===== src/rtl/trap_unit_if.sv =====
// trap_unit_if: exception, CSR and redirect signals between the pipeline and the trap unit
interface trap_unit_if #(parameter int XLEN = 64);
   logic [5:0]      exc_code;
   logic [XLEN-1:0] exc_pc;
   logic [XLEN-1:0] exc_tval;
   logic            mret;
   logic            csr_we;
   logic [11:0]     csr_addr;
   logic [XLEN-1:0] csr_wdata;
   logic [XLEN-1:0] csr_rdata;
   logic            flush;
   logic            stall;
   logic            redirect_valid;
   logic [XLEN-1:0] redirect_pc;
   logic            busy;
   modport master (
      output exc_code, exc_pc, exc_tval, mret, csr_we, csr_addr, csr_wdata,
      input  csr_rdata, flush, stall, redirect_valid, redirect_pc, busy
   );
   modport slave (
      input  exc_code, exc_pc, exc_tval, mret, csr_we, csr_addr, csr_wdata,
      output csr_rdata, flush, stall, redirect_valid, redirect_pc, busy
   );
endinterface


===== src/rtl/trap_unit.sv =====
// trap_unit: machine-mode trap sequencer with mret and trap CSR file
module trap_unit #(
   parameter int              XLEN      = 64,
   parameter logic [XLEN-1:0] RESET_VEC = '0
) (
   input logic        clk,
   input logic        reset,
   trap_unit_if.slave t
);
   typedef enum logic [2:0] {IDLE, FLUSH, COMMIT, REDIRECT, RET} state_t;
   localparam logic [XLEN-1:0] ALIGN = ~XLEN'(3);
   state_t          state, state_nx;
   logic [5:0]      h_code;
   logic [XLEN-1:0] h_pc, h_tval, mtvec, mepc, mcause, mtval;
   logic            mie, mpie;
   logic            exc, wr;
   assign exc = t.exc_code != 6'h1F;
   assign wr  = state == IDLE && !exc && !t.mret && t.csr_we;
   // outputs decode only the state register, never the inputs
   always_comb begin
      state_nx         = IDLE;
      t.flush          = state == FLUSH;
      t.stall          = state == FLUSH || state == COMMIT || state == REDIRECT;
      t.redirect_valid = state == REDIRECT || state == RET;
      t.busy           = state != IDLE;
      t.redirect_pc    = state == REDIRECT ? (mtvec & ALIGN) : state == RET ? mepc : '0;
      case (state)
         IDLE:    state_nx = exc ? FLUSH : t.mret ? RET : IDLE;
         FLUSH:   state_nx = COMMIT;
         COMMIT:  state_nx = REDIRECT;
         default: state_nx = IDLE;
      endcase
   end
   always_comb begin
      t.csr_rdata = '0;
      case (t.csr_addr)
         12'h300: begin
            t.csr_rdata[3] = mie;
            t.csr_rdata[7] = mpie;
         end
         12'h305: t.csr_rdata = mtvec;
         12'h341: t.csr_rdata = mepc;
         12'h342: t.csr_rdata = mcause;
         12'h343: t.csr_rdata = mtval;
         default: t.csr_rdata = '0;
      endcase
   end
   always_ff @(posedge clk or negedge reset)
      if (!reset) state <= IDLE;
      else state <= state_nx;
   always_ff @(posedge clk or negedge reset) begin
      if (!reset) begin
         h_code <= '0;
         h_pc   <= '0;
         h_tval <= '0;
         mtvec  <= RESET_VEC;
         mepc   <= '0;
         mcause <= '0;
         mtval  <= '0;
         mie    <= 1'b0;
         mpie   <= 1'b0;
      end else begin
         if (state == IDLE && exc) begin
            h_code <= t.exc_code;
            h_pc   <= t.exc_pc;
            h_tval <= t.exc_tval;
         end
         if (state == COMMIT) begin
            mcause <= XLEN'(h_code);
            mepc   <= h_pc & ALIGN;
            mtval  <= h_tval;
            mpie   <= mie;
            mie    <= 1'b0;
         end
         if (state == RET) begin
            mie  <= mpie;
            mpie <= 1'b1;
         end
         if (wr)
            case (t.csr_addr)
               12'h300: begin
                  mie  <= t.csr_wdata[3];
                  mpie <= t.csr_wdata[7];
               end
               12'h305: mtvec  <= t.csr_wdata;
               12'h341: mepc   <= t.csr_wdata & ALIGN;
               12'h342: mcause <= t.csr_wdata;
               12'h343: mtval  <= t.csr_wdata;
               default: ;
            endcase
      end
   end
endmodule


===== src/flat_wrapper.sv =====
// flat-port wrapper written by rule: the top's interface ports become plain ports
module trap_unit_flat 
#(
   parameter int              XLEN      = 64,
   parameter logic [XLEN-1:0] RESET_VEC = '0
)
  (clk, reset, t_exc_code, t_exc_pc, t_exc_tval, t_mret, t_csr_we, t_csr_addr, t_csr_wdata, t_csr_rdata, t_flush, t_stall, t_redirect_valid, t_redirect_pc, t_busy);
  trap_unit_if #(.XLEN(XLEN)) t_i ();
  input logic clk;
  input logic reset;
  input wire logic [$bits(t_i.exc_code)-1:0] t_exc_code;
  input wire logic [$bits(t_i.exc_pc)-1:0] t_exc_pc;
  input wire logic [$bits(t_i.exc_tval)-1:0] t_exc_tval;
  input wire logic [$bits(t_i.mret)-1:0] t_mret;
  input wire logic [$bits(t_i.csr_we)-1:0] t_csr_we;
  input wire logic [$bits(t_i.csr_addr)-1:0] t_csr_addr;
  input wire logic [$bits(t_i.csr_wdata)-1:0] t_csr_wdata;
  output wire logic [$bits(t_i.csr_rdata)-1:0] t_csr_rdata;
  output wire logic [$bits(t_i.flush)-1:0] t_flush;
  output wire logic [$bits(t_i.stall)-1:0] t_stall;
  output wire logic [$bits(t_i.redirect_valid)-1:0] t_redirect_valid;
  output wire logic [$bits(t_i.redirect_pc)-1:0] t_redirect_pc;
  output wire logic [$bits(t_i.busy)-1:0] t_busy;
  assign t_i.exc_code = t_exc_code;
  assign t_i.exc_pc = t_exc_pc;
  assign t_i.exc_tval = t_exc_tval;
  assign t_i.mret = t_mret;
  assign t_i.csr_we = t_csr_we;
  assign t_i.csr_addr = t_csr_addr;
  assign t_i.csr_wdata = t_csr_wdata;
  assign t_csr_rdata = t_i.csr_rdata;
  assign t_flush = t_i.flush;
  assign t_stall = t_i.stall;
  assign t_redirect_valid = t_i.redirect_valid;
  assign t_redirect_pc = t_i.redirect_pc;
  assign t_busy = t_i.busy;
  trap_unit #(.XLEN(XLEN), .RESET_VEC(RESET_VEC)) u_core (.clk(clk), .reset(reset), .t(t_i));
endmodule

===== config.mk =====
export PLATFORM = sky130hd
export DESIGN_NAME = trap_unit_flat
export DESIGN_NICKNAME = d
export VERILOG_FILES = /design/src/rtl/trap_unit_if.sv /design/src/rtl/trap_unit.sv /design/src/flat_wrapper.sv
export SDC_FILE = /design/constraint.sdc
export NUM_CORES = 1
export LEC_CHECK = 0
export ABC_AREA = 1
export BUFFER_PORTS_ARGS = -buffer_cell sky130_fd_sc_hd__buf_2
export CAP_MARGIN = 20
export CELL_PAD_IN_SITES_DETAIL_PLACEMENT = 0
export CELL_PAD_IN_SITES_GLOBAL_PLACEMENT = 1
export CORE_UTILIZATION = 44
export DETAILED_ROUTE_END_ITERATION = 12
export MAX_ROUTING_LAYER = met4
export PLACE_DENSITY = 0.94
export RECOVER_POWER = 100
export SYNTH_ARGS = -nofsm -noshare
export SYNTH_HDL_FRONTEND = slang
export SYNTH_SLANG_ARGS = --single-unit

===== constraint.sdc =====
create_clock -name clk -period 3.4 [get_ports clk]
set_input_delay 0.51 -clock clk [delete_from_list [all_inputs] [get_ports clk]]
set_output_delay 0.51 -clock clk [all_outputs]
set_load 0.02 [all_outputs]

# Word-level counts from Yosys, hierarchy flattened

Index checks and enable logic that the tools add are counted.

Register bits after elaboration: 395
Input bits: 214
Output and inout bits: 132
Logic and storage cells: 59

Equal/unequal tests: 10
Muxes and demuxes: 27
Reductions and logical operators: 12

Operator list:

| kind                 | number |
|---|---|
| $mux 64              | 11 |
| $pmux 56 s4          | 1 |
| $eq 12x10->1 const B | 5 |
| $pmux 3 s4           | 2 |
| $pmux 1 s5           | 2 |
| $pmux 3 s3           | 1 |
| $mux 1               | 8 |
| $eq 3x2->1 const B   | 2 |
| $mux 3               | 2 |
| $ne 6x5->1 const B   | 1 |
| $logic_and 1x1->1    | 4 |
| $eq 3x1->1 const B   | 1 |
| $eq 3x3->1 const B   | 1 |
| $logic_not 3->1      | 1 |
| $logic_or 1x1->1     | 3 |
| $reduce_bool 3->1    | 1 |
| $logic_not 1->1      | 2 |
| $reduce_and 2->1     | 1 |

# Longest topological paths before layout

Gate-level depths: netlist of run 1.

Depth in word-level cells: 6
Gate-level depth with buffers: 11
Depth with buffers taken out: 9

# Worst setup path after synthesis of run 1

OpenSTA, ideal clock, no wires.

Path type: input port to output port
Start: input t_csr_addr[2]
End: output t_csr_rdata[5]
Arrival: 1.769 ns
Required time: 2.890 ns
Path slack: 1.121 ns
Stages on the path: 7
Path buffers: 2
Path through: inv_1 -> nand2_1 -> nor3_1 -> clkbuf_1 -> clkbuf_1 -> nand3_1 -> nand4_1

Longest elaborated chain between the ends: 2

Ends and longest elaborated chain:

| what         | line               | RTL |
|---|---|---|
| from (decl)  | flat_wrapper.sv:16 | `input wire logic [$bits(t_i.csr_addr)-1:0] t_csr_addr;` |
| $eq 12x10->1 | trap_unit.sv:36    | `case (t.csr_addr)` |
| $pmux 3 s4 * | trap_unit.sv:36    |  |
| to (decl)    | flat_wrapper.sv:18 | `output wire logic [$bits(t_i.csr_rdata)-1:0] t_csr_rdata;` |

Every way passes the cells marked *; elsewhere a longest branch is shown, timed or not.

# Worst setup path after layout of run 1

Start: register u_core.state[1]
End: output t_redirect_pc[43]

Longest elaborated chain between the ends: 3

Ends and longest elaborated chain:

| what                   | line               | RTL |
|---|---|---|
| from (decl)            | trap_unit.sv:12    | `state_t state, state_nx;` |
| from (signal assigned) | trap_unit.sv:50    | `else state <= state_nx;` |
| $eq 3x3->1             | trap_unit.sv:26    | `t.redirect_pc = state == REDIRECT ? (mtvec & ALIGN) : state == RET ? mepc : '0;` |
| $mux 64                | trap_unit.sv:26    |  |
| $mux 64 *              | trap_unit.sv:26    |  |
| to (decl)              | flat_wrapper.sv:22 | `output wire logic [$bits(t_i.redirect_pc)-1:0] t_redirect_pc;` |

Marks and branches as above.

==> impl_metrics.ini, run 1 <==
[detailed_routing]
finalWirelength_um = 75000
vias = 21800
drt.antenna.violating_nets = 0
wl_per_cell_um = 18.7
via_per_inst = 5.43
first_pass_iters = 5
drc = 0
dr.first_iter.drc_count = 2174

[synthesis]
ys_ff_latch = 393
yosys-top-cells-area = dfrtp_1 (46%), nand2_1 (31%), nand3_1 (9.5%), o21ai_0 (3.1%), clkbuf_1 (2.6%)
syn_nets = 3344
ys_warn_count = 0
synth_top_cell_area_share_pct = 46.4
netlist_instances = 3130
ys_seq_area_share_pct = 46.4
synth_area_um2 = 21200
synth_cell_type_count = 22
avgSynthCellArea_um2 = 6.77
yosysTopAreaCell = dfrtp_1

[pwr]
powerDensity_nw_per_um2 = 783
p_leak_nw = 13.1
ir_drop_mv = 0.791
total_power_mw = 19.4

[grt]
grt_use_total_pct = 31.4
grt_pass1_vias = 20300
grt_overflow_total = 0
grt_max_degree = 194
grt_pass1_wl_um = 118000
antenna_found_initial = 9

[critical_path]
r2r_setup_slack_ns = 0.36
worst-path-max-fanout = 33
cp-end-kind = output pin
critPathMaxStageDelay_ns = 0.52
critical_path_class = flip-flop to output pin
cp_slowest_cell = clkbuf_4
critPathMostFrequentCell = nand2_1
worstPathRequired_ns = 2.89
start_kind = flip-flop
cp.arrival_ns = 2.64
path_cells = nor2_1 -> nand2_1 -> inv_2 -> clkbuf_4 -> nand2_1 -> o21ai_0 -> clkbuf_1

[cts]
ctsRootBufferMaster = clkbuf_16
htreeDepth = 2
cts_tree = done
insertion_delay_ns = 0.58
cts.sinks = 393
cts_buffer_depth = 3
cts_made_buffers = 45
cts_setup_buffers = 0
clk_pin_slew_worst_paths_ns = 0.06

[die]
die_x_um = 221
dieArea_um2 = 49000
ios = 346
die_y_um = 221
core_area_um2 = 47600
start_util_pct = 44.5
rows = 80

[sta]
fin_skew_ns = 0.0166
finalSetupViolations = 0
fin_setup_tns_ns = 0
period_share_pct = 92.5
final_max_slew_viol_count = 116
layout_setup_ws_ns = 0.254
tightest_slew_ns = 2.16
rsz0062_at_grt = false
clock.fmax_mhz = 318
hold_violations = 0
slew-limit-headroom_pct = -44.1
whs_ns = 0.154
finalCriticalPeriod_ns = 3.15

[placement]
gp_congestion = 0.847
placed_area_um2 = 23500
dp.cells = 3921
hpwl_um = 44300
post-place-ws_ns = 0.506
portBuffers = 343

[min_path]
min_path_type = input pin to flip-flop

[final_layout]
nFillCells = 4886
drive_gt1_share_pct = 10.7
nets = 3569
final_cells = 4013
fin_area_um2 = 24800
area_growth_syn_to_layout_pct = 16.9
multi_input_area_um2 = 10100
fin_util_pct = 52.0
ff_latch_area_um2 = 9830

[flow_run]
maxCapViolations = 2

[outcome]
status = finished with violations
violations = capacitance limit, slew limit
## sequential cells by signal (all words and copies together) (netlist names)
signal	cells
u_core.mpie	1
u_core.h_code	6
u_core.mcause	64
u_core.h_pc	62
u_core.mtval	64
u_core.mtvec	64
u_core.mie	1
u_core.h_tval	64
u_core.mepc	64
u_core.state	3
## path summary, 6_finish.rpt
path / startpoint / to / cells past startpoint
min in group asynchronous: reset / u_core.h_pc[57]$_DFFE_PN0P_ / 2
max: u_core.state[1]$_DFF_PN0_ / t_redirect_pc[43] / 7
max reg2reg: u_core.state[2]$_DFF_PN0_ / u_core.mtval[6]$_DFF_PN0_ / 10
min: t_exc_tval[21] / u_core.h_tval[21]$_DFFE_PN0P_ / 3
min reg2reg: u_core.h_code[3]$_DFFE_PN0P_ / u_core.h_code[3]$_DFFE_PN0P_ / 2
max in group asynchronous: reset / u_core.mtvec[32]$_DFFE_PN0P_ / 3
## what timing repair did
item	4_1_cts	5_1_grt
gates resized for setup	0	0
hold buffers	1	0
hold endpoints to repair	67	0
## cells in the mapped netlist
cell type  number
nand2_1      1730
nand3_1       403
dfrtp_1       393
clkbuf_1      146
o21ai_0       132
inv_1          85
nand4_1        63
buf_2          55
o21ai_1        54
nor2_1         30
buf_4          10
buf_1           9
inv_2           5
nor3_1          4
nor2_2          2
nor2_4          2
nor3_4          2
buf_6           1
nand3_2         1
nand4_2         1
o22ai_1         1
or2_2           1
## per-layer routing
layer	vias to the layer above	global-route usage [%]	wire (um)	part of all wire (%)
met3	134	4.51	6180	8.2
li1	10400	-	-	-
met1	10300	42.3	32300	43
met5	-	-	0	0
met4	0	10.7	2050	2.7
met2	1011	48.7	34500	46
## power breakdown
| group | switching [mW] | internal [mW] | total [mW] |
|---|---|---|---|
| sequential | 0.916 | 6.18 | 7.10 |
| combinational | 5.01 | 2.26 | 7.27 |
| clock | 2.00 | 3.01 | 5.01 |
## cells in the final DEF, fill, tap and decap left out, drive strengths merged
cell type    count
buf            258
nor2            34
dfrtp          393
nand4           64
diode            9
dlygate4sd3      1
clkinv           6
nand2         1730
nand3          404
o21ai          186
nor3             6
clkinvlp         1
o22ai            1
or2              1
inv             90
bufinv           3
clkbuf         211
## worst max-delay path: cells and delay by family, from the launching register on
family,cells,cell delay [ns]
buf+inv,3,0.91
simple gates,3,0.48
flops,1,0.44
compound gates,1,0.21
## cells by family after synthesis
| kind of cell | count (synthesis) | synth area share (%) |
|---|---|---|
| simple gates | 2239 | 43.1 |
| flops | 393 | 46.4 |
| buf+inv | 311 | 6.05 |
| compound gates | 187 | 4.42 |
## final cells by class
class	count	area share [%]
antenna	9	0.0910
clock buffer	71	5.60
clock inverter	10	0.531
inverter	90	1.36
multi-input combinational	2426	40.9
sequential	393	39.7
tap	615	3.11
timing repair buffer	399	8.70
Note: power is estimated with default switching activity, not from simulation.
==> run 2: changes to the inputs <==
PLACE_DENSITY = not set   (was 0.94)
PLACE_DENSITY_LB_ADDON = 0.15   (was not set)
==> run 2 against run 1 <==
The flow still finishes with violations (capacitance limit, slew limit). Count of clock-buffer cells in the layout up 2. Die area did not move. Clock skew shrank 0.00084 ns. Register-to-register slack worse by 0.10 ns. Flip-flop and latch count did not move. Critical path type unchanged. Highest routed layer unchanged.
==> impl_metrics.ini, run 2 (synthesized netlist as in run 1, its figures left out) <==
[outcome]
status = finished with violations
violations = capacitance limit, slew limit

[final_layout]
layout_common_cells = nand2_1 (1727), nand3_1 (402), dfrtp_1 (393)
final_common_cell = nand2_1
area_growth_syn_to_layout_pct = 17.4
drive_gt1_share_pct = 11.0
nets = 3573

[grt]
grt_use_total_pct = 33.2
grt_overflow_total = 0
grt_max_degree = 194
grt_pass1_vias = 21200
grt_pass1_wl_um = 123000
antenna_found_initial = 6

[pwr]
p_leak_nw = 13.1
ir_drop_mv = 0.659
powerDensity_nw_per_um2 = 784
clock_power_share_pct = 25.9
p_sw_mw = 8.06
p_seq_share_pct = 36.5
p_comb_share_pct = 37.6
intPower_mw = 11.4
swShare_pct = 41.3

[die]
die_y_um = 221
die_x_um = 221
ios = 346
dieArea_um2 = 49000
start_util_pct = 44.5
rows = 80
core_area_um2 = 47600

[critical_path]
start_kind = flip-flop
cp-end-kind = output pin
critical_path_class = flip-flop to output pin
cp.arrival_ns = 2.71
worstPathRequired_ns = 2.89
reg2reg_from = u_core.state[0]$_DFF_PN0_
cp-startpoint = u_core.state[2]$_DFF_PN0_
worst-path-max-fanout = 20

[min_path]
worstHoldStart = t_exc_tval[6]
min_path_type = input pin to flip-flop

[detailed_routing]
vias = 22200
drt.antenna.violating_nets = 0
first_pass_iters = 5
finalWirelength_um = 80100
via_per_inst = 5.52
drc = 0
dr.first_iter.drc_count = 2289
wl_per_cell_um = 19.9

[sta]
slew-limit-headroom_pct = -27.8
finalSetupViolations = 0
period_share_pct = 94.6
whs_ns = 0.148
hold_violations = 0
final_max_slew_viol_count = 123
tightest_slew_ns = 1.92
rsz0062_at_grt = false
fin_skew_ns = 0.0158
clock.fmax_mhz = 311
finalCriticalPeriod_ns = 3.22
fin_setup_tns_ns = 0

[cts]
ctsRootBufferMaster = clkbuf_16
cts_buffer_depth = 3
htreeDepth = 2
insertion_delay_ns = 0.59
cts_made_buffers = 46
clk_pin_slew_worst_paths_ns = 0.06
cts_tree = done
cts.sinks = 393
cts_setup_buffers = 0

[flow_run]
maxCapViolations = 2

[placement]
portBuffers = 343
gp_congestion = 0.861
hpwl_um = 46900
run 2: power groups by stage:
stage | sequential (mW) | clock (mW) | combinational [mW]
2_1_floorplan | 6.88 | 0 | 5.29
3_3_place_gp | 7.10 | 0 | 7.21
3_5_place_dp | 7.13 | 0 | 7.43
4_1_cts | 7.07 | 5.12 | 7.46
5_1_grt | 7.26 | 5.28 | 8.30
6_report | 7.11 | 5.06 | 7.33
run 2: through the flow:
step / instances / total power, mW / setup WS, ns / area, um2 / util (%)
finish: 4016 / 19.5 / 0.184 / 24900 / 52.2
global route: 4015 / 20.8 / 0.0325 / 24900 / 52.2
CTS: 4008 / 19.7 / 0.143 / 25100 / 52.7
detailed placement: 3924 / 14.6 / 0.701 / 23600 / 49.5
global placement: 3924 / 14.3 / 0.711 / 23600 / 49.5
floorplan: 3130 / 12.2 / 1.12 / 21200 / -
run 2: cell type report:
cell class | instances | area [um2]
timing repair buffer | 401 | 2230
sequential | 393 | 9830
multi-input combinational | 2427 | 10200
tap | 615 | 769
clock inverter | 10 | 75.1
clock buffer | 73 | 1450
antenna | 7 | 17.5
inverter | 90 | 340
fill | 4812 | 22800
run 2: worst paths after layout:
path | end | slack, ns | cells after the start
worst min-delay path | u_core.h_tval[6]$_DFFE_PN0P_ | 0.15 | 3
min in group asynchronous | u_core.h_tval[57]$_DFFE_PN0P_ | 0.99 | 2
worst max register to register | u_core.state[0]$_DFF_PN0_ | 0.26 | 7
worst max-delay path | t_redirect_pc[40] | 0.18 | 5
max in group asynchronous | u_core.mepc[15]$_DFF_PN0_ | 0.48 | 3
worst min register to register | u_core.h_tval[24]$_DFFE_PN0P_ | 0.47 | 2
run 2: routing by layer:
metal	up-vias	wire length (um)	part of all wire [%]	global-route usage, %
li1	10400	-	-	-
met1	10600	34400	43	44.1
met2	1039	37100	46	52.2
met3	163	6000	7.5	4.10
met4	0	2590	3.2	12.2
met5	-	0	0	-
run 2: what timing repair did:
action,in CTS,in global routing
setup endpoints to repair,0,2
hold endpoints to repair,57,0
hold buffers,1,0
resized for setup,0,2
run 2: critical path, stage by stage (launching register included):
cell      delay (ns)
dfrtp_1         0.44
inv_1           0.26
nand3_4         0.37
clkbuf_1        0.41
o21ai_0         0.37
clkbuf_1        0.28
